`src/rtl/mem_access_stage.sv`:
```
// MEM stage: turns EX/MEM load/store controls into a req/ack memory transaction and registers MEM/WB.
// Latency is 1 cycle for non-memory ops. Memory ops cost one IDLE stall cycle plus the ACCESS cycles up to and including the ack; stall_o freezes upstream until then.
module mem_access_stage #(
   parameter int TIMEOUT = 16
) (
   input  logic        clk_i,
   input  logic        rst_i,
   input  logic        start_i,
   input  logic [4:0]  RDaddr_i,
   input  logic [31:0] RS2data_i,
   input  logic [31:0] ALUResult_i,
   input  logic        MemRead_i,
   input  logic        MemWrite_i,
   input  logic        RegWrite_i,
   input  logic        MemtoReg_i,
   output logic        mem_req_o,
   output logic        mem_we_o,
   output logic [31:0] mem_addr_o,
   output logic [31:0] mem_wdata_o,
   input  logic        mem_ack_i,
   input  logic [31:0] mem_rdata_i,
   output logic        stall_o,
   output logic        err_o,
   output logic [4:0]  RDaddr_o,
   output logic        RegWrite_o,
   output logic        MemtoReg_o,
   output logic [31:0] ALUResult_o,
   output logic [31:0] MemData_o
);

   typedef enum logic [1:0] {IDLE, ACCESS, ERR} state_t;

   localparam logic [7:0] LAST_WAIT = 8'(TIMEOUT - 1);

   state_t     state;
   logic [7:0] waitCnt;
   logic       access;
   logic       ackLoad;

   assign access      = start_i & (MemRead_i | MemWrite_i);
   assign mem_req_o   = (state == ACCESS);
   assign mem_we_o    = mem_req_o & MemWrite_i;
   assign mem_addr_o  = {ALUResult_i[31:2], 2'b00};
   assign mem_wdata_o = RS2data_i;
   assign err_o       = (state == ERR);
   // A simultaneous read+write is a store, so only a pure read captures data.
   assign ackLoad     = mem_req_o & mem_ack_i & ~MemWrite_i;

   always_comb begin
      stall_o = 1'b0;
      case (state)
         IDLE:    stall_o = access;
         ACCESS:  stall_o = ~mem_ack_i;
         default: stall_o = 1'b1;
      endcase
   end

   always_ff @(posedge clk_i) begin
      if (rst_i) begin
         state   <= IDLE;
         waitCnt <= 8'd0;
      end else begin
         case (state)
            IDLE: begin
               if (access) begin
                  state   <= ACCESS;
                  waitCnt <= 8'd0;
               end
            end
            ACCESS: begin
               if (mem_ack_i) begin
                  state <= IDLE;
               end else if (waitCnt == LAST_WAIT) begin
                  state <= ERR;
               end else begin
                  waitCnt <= waitCnt + 8'd1;
               end
            end
            default: state <= ERR;
         endcase
      end
   end

   always_ff @(posedge clk_i) begin
      if (rst_i) begin
         RDaddr_o    <= 5'd0;
         RegWrite_o  <= 1'b0;
         MemtoReg_o  <= 1'b0;
         ALUResult_o <= 32'd0;
         MemData_o   <= 32'd0;
      end else begin
         if (stall_o || !start_i) begin
            RegWrite_o <= 1'b0;
            MemtoReg_o <= 1'b0;
         end else begin
            RDaddr_o    <= RDaddr_i;
            RegWrite_o  <= RegWrite_i;
            MemtoReg_o  <= MemtoReg_i;
            ALUResult_o <= ALUResult_i;
         end
         if (ackLoad) begin
            MemData_o <= mem_rdata_i;
         end
      end
   end

endmodule

```
`config.mk`:
```
export PLATFORM = sky130hd
export DESIGN_NAME = mem_access_stage
export DESIGN_NICKNAME = d
export VERILOG_FILES = /design/src/rtl/mem_access_stage.sv
export SDC_FILE = /design/constraint.sdc
export NUM_CORES = 1
export LEC_CHECK = 0
export BUFFER_PORTS_ARGS = -buffer_cell sky130_fd_sc_hd__buf_4
export CORE_MARGIN = 10
export CORE_UTILIZATION = 44
export DETAILED_ROUTE_END_ITERATION = 10
export PLACE_DENSITY_LB_ADDON = 0.12
export SETUP_SLACK_MARGIN = 0.15
export SYNTH_ARGS = -nofsm -noshare
export SYNTH_HDL_FRONTEND = slang
export SYNTH_SLANG_ARGS = --single-unit
```
`constraint.sdc`:
```
create_clock -name clk_i -period 2.4 [get_ports clk_i]
set_input_delay 0.12 -clock clk_i [delete_from_list [all_inputs] [get_ports clk_i]]
set_output_delay 0.12 -clock clk_i [all_outputs]
set_load 0.01 [all_outputs]
```
==> impl_metrics.json <==
{
  "async_flop_share": 0,
  "antenna_found_initial": 0,
  "area_growth_pct": 40.14,
  "met3_length_mm": 1.343,
  "wire_per_inst_um": 16.47,
  "via_per_inst": 4.791,
  "vias": 3272,
  "crit_fanout": 30,
  "core_area_um2": 7767,
  "timing.final.crit_share": 0.7538,
  "ant_nets": 0,
  "yosys-top-cells-area": "dfxtp_1 (46%), nand2_1 (15%), buf_4 (14%)",
  "cts_root_buf": "clkbuf_8",
  "hold_path_class": "input port to register",
  "die_x_um": 109.6,
  "rsz0062_at_grt": "no",
  "setup_tns_ns": 0,
  "cts_tree": "built",
  "portBuffers": 181,
  "cp-start-kind": "register",
  "h-tree-depth": 3,
  "detailed_place_hpwl_mm": 8.431,
  "slew_violations": 0,
  "worstMarginPinSlew_ns": 1.024,
  "cp.required_ns": 2.67,
  "clockPowerShare": 0.375,
  "numCtsBuffers": 9,
  "powerDensity_nw_per_um2": 602.1,
  "fin_nets": 686,
  "cp_slowest_cell": "dfxtp_1",
  "synth.cells.most_frequent": "nand2_1 (139), dfxtp_1 (81), a21oi_1 (71), buf_4 (67), clkbuf_1 (13)",
  "slew-limit-headroom": 0.3176,
  "fin_crit_ns": 1.809,
  "wl_met2_mm": 5.488,
  "ys_types": 34,
  "num_rows": 32,
  "p_sw_frac": 0.2485,
  "skew_ns": 0.007208,
  "clk_latency_ns": 0.35,
  "peakVddDrop_uv": 334.4,
  "crit_chain": "nand2b_1 > o2111a_1 > buf_4 > nand2_1 > a21oi_1",
  "p_seq_frac": 0.475,
  "grt_usage": 0.1757,
  "p_int_uw": 2237,
  "syn_area_um2": 3528,
  "max_freq_mhz": 552.7,
  "cts_buffer_depth": 2,
  "num_antenna_cells": 0,
  "yosysTopAreaCell": "dfxtp_1",
  "netSwitchingPower_uw": 739.9,
  "leakage_uw": 0.002156,
  "ios": 248,
  "globalplace.congestion": 0.8097,
  "drcViolationCount": 0,
  "yosysMostFrequentCell": "nand2_1",
  "outcome": "completed",
  "setup-violations-final": 0,
  "synth_flop_cell": "dfxtp_1",
  "cp-end-kind": "register",
  "start_util": 0.4543,
  "clkSinkCount": 81,
  "rrSetupSlack_ns": 0.59,
  "drtIter0Drc": 142,
  "synthCells": 441,
  "grt_pass1_vias": 3234,
  "critPathArrivalTime_ns": 2.08,
  "grt_max_degree": 39,
  "highest_layer": "met4",
  "ys_ff_latch": 81,
  "setup.worst_path.class": "register to register",
  "drv_cap": 0,
  "drive_above_1_share": 0.3632,
  "die_h_um": 109.6,
  "syn_area_per_cell_um2": 8.001,
  "hold_viol_final": 0,
  "drt_first_pass_iters": 4,
  "finalWirelength_mm": 11.25,
  "clkTransAtPathRegs_ns": 0.08,
  "die_area_um2": 12000,
  "synth_seq_area_share": 0.4596,
  "p_comb_frac": 0.151,
  "yosysWarningCount": 0,
  "fill_cells": 708,
  "grt_pass1_wl_mm": 16.69,
  "yosys.area.top_type_share": 0.4596,
  "fin_util": 0.6366,
  "cp_slowest_stage_delay_ns": 0.43,
  "wl_met1_mm": 4.276,
  "synth_edf_count": 0,
  "gr-total-overflow": 0,
  "p_total_uw": 2977
}
## stage by stage
| stage | area (um^2) | hold slack [ns] | std cells | worst slack, ns |
|---|---|---|---|---|
| 3_3_place_gp | 4468 | 0.2401 | 642 | 0.7072 |
| 2_1_floorplan | 3532 | 0.2560 | 442 | 0.8709 |
| 5_1_grt | 4945 | 0.0008905 | 683 | 0.4406 |
| 6_report | 4945 | 0.01702 | 683 | 0.5908 |
| 3_5_place_dp | 4468 | 0.2401 | 642 | 0.6568 |
| 4_1_cts | 4915 | 0.003191 | 680 | 0.6367 |
## final timing paths
kind | start | to | cells past startpoint
worst min-delay path | mem_rdata_i[18] | MemData_o[18] | 3
worst max-delay path | state[0] | ALUResult_o[30] | 5
worst min register to register | ALUResult_o[16] | ALUResult_o[16] | 2
worst max register to register | state[0] | ALUResult_o[30] | 5
## power by group through the flow
stage / Sequential [uW] / Combinational [uW] / Clock, uW
CTS: 1410 / 448 / 1150
global placement: 1440 / 415 / 0
global route: 1420 / 490 / 1210
detailed placement: 1450 / 418 / 0
finish: 1410 / 448 / 1120
floorplan: 1460 / 240 / 0
## flip-flops by register name, indices dropped and copies added, names as in the netlist
register and flops:
ALUResult_o 32, RegWrite_o 1, waitCnt 8, MemtoReg_o 1
RDaddr_o 5, MemData_o 32, state 2
## timing repair
item,CTS,global route
setup buffers,0,0
hold buffers,22,3
endpoints found under the hold margin,22,3
gates resized for setup,0,0
## kinds of logic after synthesis
group	synth area share
buffers and inverters	0.1770
DFF	0.4596
AOI/OAI and AO/OA	0.1482
adders and majority gates	0.003546
and+or+nand+nor	0.2078
muxes	0.002837
other	0.001063
## per-layer routing
layer  vias to the layer above  global-route usage
li1                       1636                   -
met1                      1473              0.1902
met2                       139              0.2964
met3                        24             0.08894
met4                         0             0.05019
met5                         -                   0
## worst max-delay path: cells and delay by family, from the launching register on
family	cells	cell delay [ns]
simple gates	2	0.31
compound gates	2	0.60
buf+inv	1	0.38
flops	1	0.43
## cell usage in the layout (no fill, tap or decap), drive strengths merged, types with 6 or more instances in the layout
master,n
a21oi,71
and3,6
buf,185
clkbuf,10
dfxtp,81
dlygate4sd3,25
inv,11
nand2,139
nand3,6
nor2,8
## layout make-up
| cell class | count | area [um^2] | area share |
|---|---|---|---|
| Sequential cell | 81 | 1622 | 0.3279 |
| Clock buffer | 10 | 137.6 | 0.02783 |
| Timing Repair Buffer | 210 | 1639 | 0.3315 |
| Inverter | 10 | 37.54 | 0.007591 |
| Tap cell | 102 | 127.6 | 0.02581 |
| Multi-Input combinational cell | 264 | 1292 | 0.2614 |
| Clock inverter | 6 | 88.84 | 0.01797 |
Note: power is estimated with default switching activity, not from simulation.
